**src/rtl/pe_matmul_sequencer_if.sv**
```systemverilog
// Processing-element operand interface.
// The sequencer (master) drives the operand/result addresses, the active
// strobe and vec_fin. The PE (slave) returns step_fin to accept the current step.
//   active      : operand addresses are valid this cycle
//   vec_fin     : current step is the last one of a dot product
//   left_addr   : A operand word address
//   right_addr  : B operand word address
//   result_addr : C destination word address
//   step_fin    : PE accepted the current step
interface pe_matmul_sequencer_if #(
   parameter int ADDR_W = 32
);
   logic              active;
   logic              vec_fin;
   logic [ADDR_W-1:0] left_addr;
   logic [ADDR_W-1:0] right_addr;
   logic [ADDR_W-1:0] result_addr;
   logic              step_fin;

   modport master (
      output active, vec_fin, left_addr, right_addr, result_addr,
      input  step_fin
   );

   modport slave (
      input  active, vec_fin, left_addr, right_addr, result_addr,
      output step_fin
   );
endinterface

```
**src/rtl/pe_matmul_sequencer.sv**
```systemverilog
// Matrix-product address sequencer for one memory-attached MAC PE.
// Walks C[M x N] = A[M x K] * B[K x N] (row-major, word addressed) and
// issues one operand pair per accepted step. vec_fin marks the last pair of
// each dot product so the PE writes C[i][j] and clears its accumulator.
// Ports:
//   clk, rst              : clock, synchronous active-high reset
//   start                 : job request, only honoured in IDLE
//   a_base/b_base/c_base  : word addresses of A[0][0], B[0][0], C[0][0]
//   m_dim/k_dim/n_dim     : matrix dimensions (any zero -> empty job)
//   pe                    : PE operand interface (master side)
//   busy                  : high while stepping through the job
//   done                  : one-cycle pulse at job completion
//
// state | meaning
// ------+-----------------------------------------------------------
// IDLE  | waiting for start; outputs hold their last values
// RUN   | issuing operand steps, advancing on step_fin
// DONE  | single-cycle completion pulse, then back to IDLE
module pe_matmul_sequencer #(
   parameter int ADDR_W = 32,
   parameter int DIM_W  = 16
) (
   input  logic                         clk,
   input  logic                         rst,
   input  logic                         start,
   input  logic [ADDR_W-1:0]            a_base,
   input  logic [ADDR_W-1:0]            b_base,
   input  logic [ADDR_W-1:0]            c_base,
   input  logic [DIM_W-1:0]             m_dim,
   input  logic [DIM_W-1:0]             k_dim,
   input  logic [DIM_W-1:0]             n_dim,
   pe_matmul_sequencer_if.master        pe,
   output logic                         busy,
   output logic                         done
);

   typedef enum logic [1:0] {
      S_IDLE = 2'd0,
      S_RUN  = 2'd1,
      S_DONE = 2'd2
   } state_t;

   state_t            state_q, state_n;

   logic [DIM_W-1:0]  m_q, m_n;
   logic [DIM_W-1:0]  k_dim_q, k_dim_n;
   logic [DIM_W-1:0]  n_q, n_n;
   logic [ADDR_W-1:0] b_base_q, b_base_n;

   logic [DIM_W-1:0]  i_q, i_n;
   logic [DIM_W-1:0]  j_q, j_n;
   logic [DIM_W-1:0]  k_q, k_n;

   // row_q tracks a_base + i*K, col_q tracks b_base + j; both are kept so
   // that wrapping to a new dot product needs only adds.
   logic [ADDR_W-1:0] row_q, row_n;
   logic [ADDR_W-1:0] col_q, col_n;

   logic [ADDR_W-1:0] left_q, left_n;
   logic [ADDR_W-1:0] right_q, right_n;
   logic [ADDR_W-1:0] result_q, result_n;
   logic              active_q, active_n;
   logic              vec_fin_q, vec_fin_n;
   logic              busy_q, busy_n;
   logic              done_q, done_n;

   logic              accept;
   logic              last_k, last_j, last_i;
   logic [DIM_W-1:0]  k_last;
   logic [ADDR_W-1:0] k_ext, n_ext;

   assign k_last = k_dim_q - DIM_W'(1);
   assign last_k = (k_q == k_last);
   assign last_j = (j_q == n_q - DIM_W'(1));
   assign last_i = (i_q == m_q - DIM_W'(1));
   assign k_ext  = ADDR_W'(k_dim_q);
   assign n_ext  = ADDR_W'(n_q);
   assign accept = active_q && pe.step_fin;

   always_ff @(posedge clk) begin
      if (rst) begin
         state_q   <= S_IDLE;
         m_q       <= '0;
         k_dim_q   <= '0;
         n_q       <= '0;
         b_base_q  <= '0;
         i_q       <= '0;
         j_q       <= '0;
         k_q       <= '0;
         row_q     <= '0;
         col_q     <= '0;
         left_q    <= '0;
         right_q   <= '0;
         result_q  <= '0;
         active_q  <= 1'b0;
         vec_fin_q <= 1'b0;
         busy_q    <= 1'b0;
         done_q    <= 1'b0;
      end else begin
         state_q   <= state_n;
         m_q       <= m_n;
         k_dim_q   <= k_dim_n;
         n_q       <= n_n;
         b_base_q  <= b_base_n;
         i_q       <= i_n;
         j_q       <= j_n;
         k_q       <= k_n;
         row_q     <= row_n;
         col_q     <= col_n;
         left_q    <= left_n;
         right_q   <= right_n;
         result_q  <= result_n;
         active_q  <= active_n;
         vec_fin_q <= vec_fin_n;
         busy_q    <= busy_n;
         done_q    <= done_n;
      end
   end

   always_comb begin
      state_n   = state_q;
      m_n       = m_q;
      k_dim_n   = k_dim_q;
      n_n       = n_q;
      b_base_n  = b_base_q;
      i_n       = i_q;
      j_n       = j_q;
      k_n       = k_q;
      row_n     = row_q;
      col_n     = col_q;
      left_n    = left_q;
      right_n   = right_q;
      result_n  = result_q;
      active_n  = active_q;
      vec_fin_n = vec_fin_q;

      case (state_q)
         S_IDLE: begin
            if (start) begin
               m_n      = m_dim;
               k_dim_n  = k_dim;
               n_n      = n_dim;
               b_base_n = b_base;
               if (m_dim == '0 || k_dim == '0 || n_dim == '0) begin
                  state_n = S_DONE;
               end else begin
                  state_n   = S_RUN;
                  i_n       = '0;
                  j_n       = '0;
                  k_n       = '0;
                  row_n     = a_base;
                  col_n     = b_base;
                  left_n    = a_base;
                  right_n   = b_base;
                  result_n  = c_base;
                  active_n  = 1'b1;
                  vec_fin_n = (k_dim == DIM_W'(1));
               end
            end
         end

         S_RUN: begin
            if (accept) begin
               if (!last_k) begin
                  k_n       = k_q + DIM_W'(1);
                  left_n    = left_q + ADDR_W'(1);
                  right_n   = right_q + n_ext;
                  vec_fin_n = (k_q + DIM_W'(1) == k_last);
               end else if (last_i && last_j) begin
                  state_n   = S_DONE;
                  active_n  = 1'b0;
                  vec_fin_n = 1'b0;
               end else begin
                  k_n       = '0;
                  result_n  = result_q + ADDR_W'(1);
                  vec_fin_n = (k_last == '0);
                  if (!last_j) begin
                     j_n     = j_q + DIM_W'(1);
                     left_n  = row_q;
                     col_n   = col_q + ADDR_W'(1);
                     right_n = col_q + ADDR_W'(1);
                  end else begin
                     j_n     = '0;
                     i_n     = i_q + DIM_W'(1);
                     row_n   = row_q + k_ext;
                     left_n  = row_q + k_ext;
                     col_n   = b_base_q;
                     right_n = b_base_q;
                  end
               end
            end
         end

         S_DONE: begin
            state_n = S_IDLE;
         end

         default: begin
            state_n   = S_IDLE;
            active_n  = 1'b0;
            vec_fin_n = 1'b0;
         end
      endcase

      busy_n = (state_n == S_RUN);
      done_n = (state_n == S_DONE);
   end

   assign pe.active      = active_q;
   assign pe.vec_fin     = vec_fin_q;
   assign pe.left_addr   = left_q;
   assign pe.right_addr  = right_q;
   assign pe.result_addr = result_q;
   assign busy           = busy_q;
   assign done           = done_q;

endmodule
```
**src/flat_wrapper.sv**
```systemverilog
// flat-port wrapper written by rule: the top's interface ports become plain ports
module pe_matmul_sequencer_flat 
#(
   parameter int ADDR_W = 32,
   parameter int DIM_W  = 16
)
  (clk, rst, start, a_base, b_base, c_base, m_dim, k_dim, n_dim, busy, done, pe_active, pe_vec_fin, pe_left_addr, pe_right_addr, pe_result_addr, pe_step_fin);
  pe_matmul_sequencer_if #(.ADDR_W(ADDR_W)) pe_i ();
  input  logic clk;
  input  logic rst;
  input  logic start;
  input  logic [ADDR_W-1:0] a_base;
  input  logic [ADDR_W-1:0] b_base;
  input  logic [ADDR_W-1:0] c_base;
  input  logic [DIM_W-1:0] m_dim;
  input  logic [DIM_W-1:0] k_dim;
  input  logic [DIM_W-1:0] n_dim;
  output logic busy;
  output logic done;
  output wire logic [$bits(pe_i.active)-1:0] pe_active;
  output wire logic [$bits(pe_i.vec_fin)-1:0] pe_vec_fin;
  output wire logic [$bits(pe_i.left_addr)-1:0] pe_left_addr;
  output wire logic [$bits(pe_i.right_addr)-1:0] pe_right_addr;
  output wire logic [$bits(pe_i.result_addr)-1:0] pe_result_addr;
  input wire logic [$bits(pe_i.step_fin)-1:0] pe_step_fin;
  assign pe_active = pe_i.active;
  assign pe_vec_fin = pe_i.vec_fin;
  assign pe_left_addr = pe_i.left_addr;
  assign pe_right_addr = pe_i.right_addr;
  assign pe_result_addr = pe_i.result_addr;
  assign pe_i.step_fin = pe_step_fin;
  pe_matmul_sequencer #(.ADDR_W(ADDR_W), .DIM_W(DIM_W)) u_core (.clk(clk), .rst(rst), .start(start), .a_base(a_base), .b_base(b_base), .c_base(c_base), .m_dim(m_dim), .k_dim(k_dim), .n_dim(n_dim), .pe(pe_i), .busy(busy), .done(done));
endmodule
```
**config.mk**
```make
export PLATFORM = sky130hd
export DESIGN_NAME = pe_matmul_sequencer_flat
export DESIGN_NICKNAME = d
export VERILOG_FILES = /design/src/rtl/pe_matmul_sequencer_if.sv /design/src/rtl/pe_matmul_sequencer.sv /design/src/flat_wrapper.sv
export SDC_FILE = /design/constraint.sdc
export NUM_CORES = 1
export LEC_CHECK = 0
export BUFFER_PORTS_ARGS = -buffer_cell sky130_fd_sc_hd__buf_2
export CORE_ASPECT_RATIO = 1.1
export CORE_MARGIN = 2
export CORE_UTILIZATION = 35
export CTS_CLUSTER_DIAMETER = 120
export DETAILED_ROUTE_END_ITERATION = 10
export SLEW_MARGIN = 5
export SYNTH_ARGS = -nofsm -noshare
export SYNTH_HDL_FRONTEND = slang
export SYNTH_SLANG_ARGS = --single-unit
```
**constraint.sdc**
```tcl
create_clock -name clk -period 4.5 [get_ports clk]
set_input_delay 0.9 -clock clk [delete_from_list [all_inputs] [get_ports clk]]
set_output_delay 0.9 -clock clk [all_outputs]
set_load 0.01 [all_outputs]
```
; Yosys cells after proc, flatten, opt, wreduce, memory -nomap -nowiden
; Index checks and enable logic that the tools add are counted.
[totals]
out_inout_bits = 100
latch_bits = 0
mem_bits_ro = 0
input_bits = 148
memories = 0
ff_bits = 294
word_cells = 122
mem_bits_rw = 0
[classes]
mux = 60
shifts = 0
n_reduce_logical = 16
n_lt_le_gt_ge = 0
add_sub_neg = 11
n_mul = 0
eq_ne = 17
bitwise_logic = 1
n_div = 0
[ops]
columns = operator, n
row1 = two-way mux 32 bit, 21
row2 = one-hot mux 32 bit (2 select lines), 5
row3 = two-way mux 16 bit, 13
row4 = "adder 32 x 1 -> 32 bit, second input constant", 3
row5 = one-hot mux 16 bit (2 select lines), 3
row6 = adder 32 x 16 -> 32 bit, 2
row7 = equality test 16 bit, 4
row8 = logical NOT 16 bit, 4
row9 = "adder 16 x 1 -> 16 bit, second input constant", 3
row10 = "subtractor 16 x 1 -> 16 bit, second input constant", 3
row11 = "equality test 16 x 1 -> 1 bit, second input constant", 1
row12 = AND reduction 6 bit, 2
row13 = two-way mux 1 bit, 10
row14 = two-way mux 2 bit, 5
row15 = "inequality test 2 x 1 -> 1 bit, second input constant", 4
row16 = AND reduction 7 bit, 1
row17 = "inequality test 2 bit, second input constant", 3
row18 = one-hot mux 1 bit (3 select lines), 2
row19 = AND reduction 5 bit, 1
row20 = "equality test 2 x 1 -> 1 bit, second input constant", 2
row21 = "equality test 2 bit, second input constant", 2
row22 = one-hot mux 2 bit (2 select lines), 1
row23 = AND reduction 4 bit, 1
row24 = "inequality test 3 bit, second input constant", 1
row25 = other kinds (6), 8

; Longest topological paths before layout
[depth]
word_depth = 8
depth_mapped = 18

; Worst setup path before layout
; OpenSTA, ideal clock, no wires.
[synth_path]
path_kind = reg-to-reg
startpoint = reg u_core.k_dim_q[1]
endpoint = reg u_core.j_q[10]
required_ns = 4.385
synth_period_minus_slack_ns = 4.206
path_stages_with_launch = 18
setup_ns = 0.115
slack_ns = 0.294
arrival_time_ns = 4.091
cell_sequence = dfxtp_1 -> inv_1 -> ha_1 -> buf_2 -> or4b_4 -> buf_6 -> or4_1 -> and3_1 -> or2_1 -> or4_4 -> buf_6 -> or4b_4 -> and2_4 -> buf_6 -> or2_4 -> nand2_4 -> buf_8 -> nor2_2
[synth_between]
elab_chain_len = 4
[synth_rtl]
columns = element, line_no
row1 = start: declaration, pe_matmul_sequencer.sv:46  ; logic [DIM_W-1:0] k_dim_q, k_dim_n;
row2 = start signal: assignment, pe_matmul_sequencer.sv:102  ; k_dim_q <= k_dim_n;
row3 = subtractor 16 x 1 -> 16 bit, pe_matmul_sequencer.sv:72  ; assign k_last = k_dim_q - DIM_W'(1);
row4 = equality test 16 bit, pe_matmul_sequencer.sv:73  ; assign last_k = (k_q == k_last);
row5 = inequality test 2 x 1 -> 1 bit (no line), n/a
row6 = AND reduction 6 bit (no line), n/a
row7 = end signal: assignment, pe_matmul_sequencer.sv:106  ; j_q <= j_n;
row8 = end: declaration, pe_matmul_sequencer.sv:51  ; logic [DIM_W-1:0] j_q, j_n;
; No other way between the ends.
; A chain may end at the register's enable or synchronous reset.

; Final worst setup path
[layout_path]
startpoint = reg u_core.k_dim_q[1]
endpoint = reg u_core.j_q[15]
; The elaborated chain is that of the path after synthesis.

==> results.md <==
- Status: finished clean
- DIE WIDTH: 228 µm
- CTS buffer count: 37
- Clk_skew: 0.0134 ns
- # rows: 90
- Worst-Margin Slew: around 1.1 ns
- Tmin final: 4.28 ns
- Largest net degree at the start of global routing: 221
- Ys flop type: dfxtp_1
- Syn Nets: between 2000 and 3000
- Design Power: 7.86 mW
- Overflow after GRT: 0
- HPWL Detailed: 51900 µm
- RSZ-0062 raised after global routing: no
- Clk slew on worst S/H paths: 0.06 ns
- Synth unique cells: 87
- # H-tree levels: 2
- DR iter-0 viols: between 1500 and 2000
- Post-route cell area: 0.0228 mm²
- Mapped Area: between 0.015 and 0.02 mm²
- Gate Count Post-Synth: around 2700
- Fill count: between 5000 and 6000
- Worst r2r path cells: 12
- Share of Yosys cell area claimed by the top area cell type: 30.4%
- Vias/cell: approximately 5.8
- CP max stage delay: 0.57 ns
- Layout Cells excl Fill: 3596
- Setup TNS: 0 ns
- Max VDD drop: roughly 0.00021 V
- Area grow syn2layout: 17.8%
- Final #Nets: 3019
- WP depth: 12
- First-pass GRT wire length: ~110000 µm
- Fraction of layout cells with a size suffix above 1: 15.9%
- Hold buffers post-CTS: 0
- DRC Markers: 0
- First-pass detailed-route iteration total: 6
- Placed Cells: 3523
- Rel. slew slack: 25.4%
- Initial Util: 35.3%
- DIE HEIGHT: 251 µm
- Worst-path fanout max: 14
- IO Count: 248
- Root buffer cell: clkbuf_16
- CTS tree: built
- Commonest non-fill, non-tap cell in the layout: nand2_1
- Pwr/cell area: 344 mW/mm²
- Average wire per standard cell: approximately 20 µm
- Syn_area_per_cell: 7.29 µm²
- Clock Sinks: 294
- FF+latch count, synth: 294
- Vias in the first global route: between 15000 and 20000
- Worst Path Buf+Inv: 1
- Post-synth EDFFs: 0
- Total Wirelength: 72500 µm
- Hold depth: 2
- Initial antenna violation count: 9
- Vias: 20800
- Peak Freq: 234 MHz
- CP dominant cell by count: or4b_4
- CP Data Arrival Time: between 4 and 5 ns
- Yosys warns: 0
- Input/output buffers: 247
- CP top delay family: simple AND/OR/NAND/NOR gates
- Worst Setup End Kind: flip-flop
- Slowest library cell on the worst path: or4b_4
- Register area share after synthesis: 30.4%
- Commonest cells after routing, fill and taps aside: nand2_1, dfxtp_1, nor2_1
- Crit-path cells: inv_1 -> ha_1 -> or4b_4 -> or4_1 -> and3_1 -> or2_1 -> or4_4 -> or4b_4 -> and2_4 -> or2_4 -> nand2_4 -> nor2_1
- GP Congestion: 0.910
- Core area: 0.0548 mm²
- Die Area: 0.0573 mm²
- Final number of max-transition violations: 0
- Ys async rst share: 0%
- WP data required: 4.94 ns
- Leading area contributor after synthesis: dfxtp_1
- CTS max path bufs: 3
- Pleak: 8.96 nW
- Crit Path Class: reg2reg
- Hold Slack: ~0.45 ns
- Max Cap Violations: 0
- Synth area leaders: dfxtp_1, nand2_1, a21oi_1
- Final period util: 95.1%
- Clk_lat worst skew: 0.56 ns
- HP Class: reg2reg
- Final setup violation count: 0
- Placed Area: roughly 0.021 mm²
- Routed Antenna Nets: 0
- GRT Util Overall: between 20% and 30%
- CP startpoint kind: flip-flop
- Final Hold Viols: 0
[synth_stat cells (8+ instances only)]
library cell	instances
or4_1	15
nor4_1	41
nor3b_1	10
o21ai_0	172
o21a_1	15
nor2b_1	15
nand4_1	40
a211oi_1	55
nand3_1	99
inv_1	39
a22oi_1	22
ha_1	42
xor2_1	72
a21o_1	20
and2_1	14
buf_2	16
nor3_1	85
clkbuf_1	167
o32ai_1	15
nor2_1	263
or3_1	26
and4_1	8
a31oi_1	33
nor4b_1	10
xnor2_1	101
mux2i_1	23
or2_2	11
a221oi_1	17
a21oi_1	258
dfxtp_1	294
nand2_1	395
o211ai_1	21
and3_1	50
nor2_2	10
o31a_1	8
a311oi_1	15
o31ai_1	23
o22ai_1	8
[kinds of logic after synthesis]
group | count (synthesis) | synth area share [%]
buffers and inverters | 233 | 4.83
AOI/OAI and AO/OA | 755 | 24.4
xor gates and xnor gates | 176 | 8.17
muxes | 27 | 1.42
adders and majority gates | 44 | 2.92
and+or+nand+nor | 1130 | 27.9
DFF | 294 | 30.4
[worst register-to-register path, stage by stage (launching register included)]
cell and delay [ns]:
dfxtp_1 0.31, inv_1 0.12, ha_1 0.31, or4b_4 0.58, or4_1 0.54, and3_1 0.18
or2_1 0.26, or4_4 0.55, or4b_4 0.54, and2_4 0.22, or2_4 0.25, nand2_4 0.20
nor2_1 0.10
[flip-flops by register name, indices dropped and copies added (netlist names)]
name                   flops
u_core.row_q              32
u_core.k_q                16
u_core.n_q                16
u_core.col_q              32
u_core.pe.result_addr     32
u_core.m_q                16
u_core.k_dim_q            16
u_core.state_q             2
u_core.pe.vec_fin          1
u_core.i_q                16
u_core.pe.right_addr      32
u_core.busy                1
u_core.b_base_q           32
u_core.j_q                16
u_core.pe.left_addr       32
u_core.pe.active           1
u_core.done                1
[worst paths after layout]
path,from,end,slack (ns)
max,u_core.k_dim_q[1],u_core.j_q[15],0.22
min,u_core.b_base_q[10],u_core.b_base_q[10],0.45
min reg2reg,u_core.b_base_q[10],u_core.b_base_q[10],0.45
max reg2reg,u_core.k_dim_q[1],u_core.j_q[15],0.22
[metal layers]
layer | wire length (µm) | part of all wire (%) | global-route usage, %
met5 | 69 | 0.095 | 0
met4 | 2120 | 2.9 | 7.92
met3 | 5330 | 7.4 | 5.59
met2 | 33500 | 46 | 40.1
met1 | 31500 | 43 | 31.2
[through the flow]
| step | utilization [%] | worst slack (ns) |
|---|---|---|
| 2_1_floorplan | - | 0.294 |
| 4_1_cts | 41.5 | 0.0986 |
| 6_report | 41.6 | 0.221 |
| 3_3_place_gp | 39.1 | 0.178 |
| 5_1_grt | 41.6 | 0.0250 |
| 3_5_place_dp | 39.1 | 0.130 |
[power breakdown]
part	total [mW]	switching, mW	internal [mW]
logic	1.63	0.991	0.643
clock network	3.21	1.26	1.95
registers	3.01	0.233	2.77
total	7.86	2.49	5.37
[area by class of cell]
class	instances	area, µm²	share of cell area [%]
multi-input cells	2132	12700	55.5
flip-flops and latches	294	5890	25.8
repair buffers	323	1900	8.35
clock buffers	54	1110	4.88
well taps	736	921	4.04
clock inverters	14	183	0.801
inverters	39	146	0.642
diodes	4	10.0	0.0439
[what timing repair did]
item | in CTS | in global routing
buffers inserted | 0 | 1
resized for setup | 0 | 10
setup endpoints to repair | 0 | 19
Note: power is estimated with default switching activity, not from simulation.
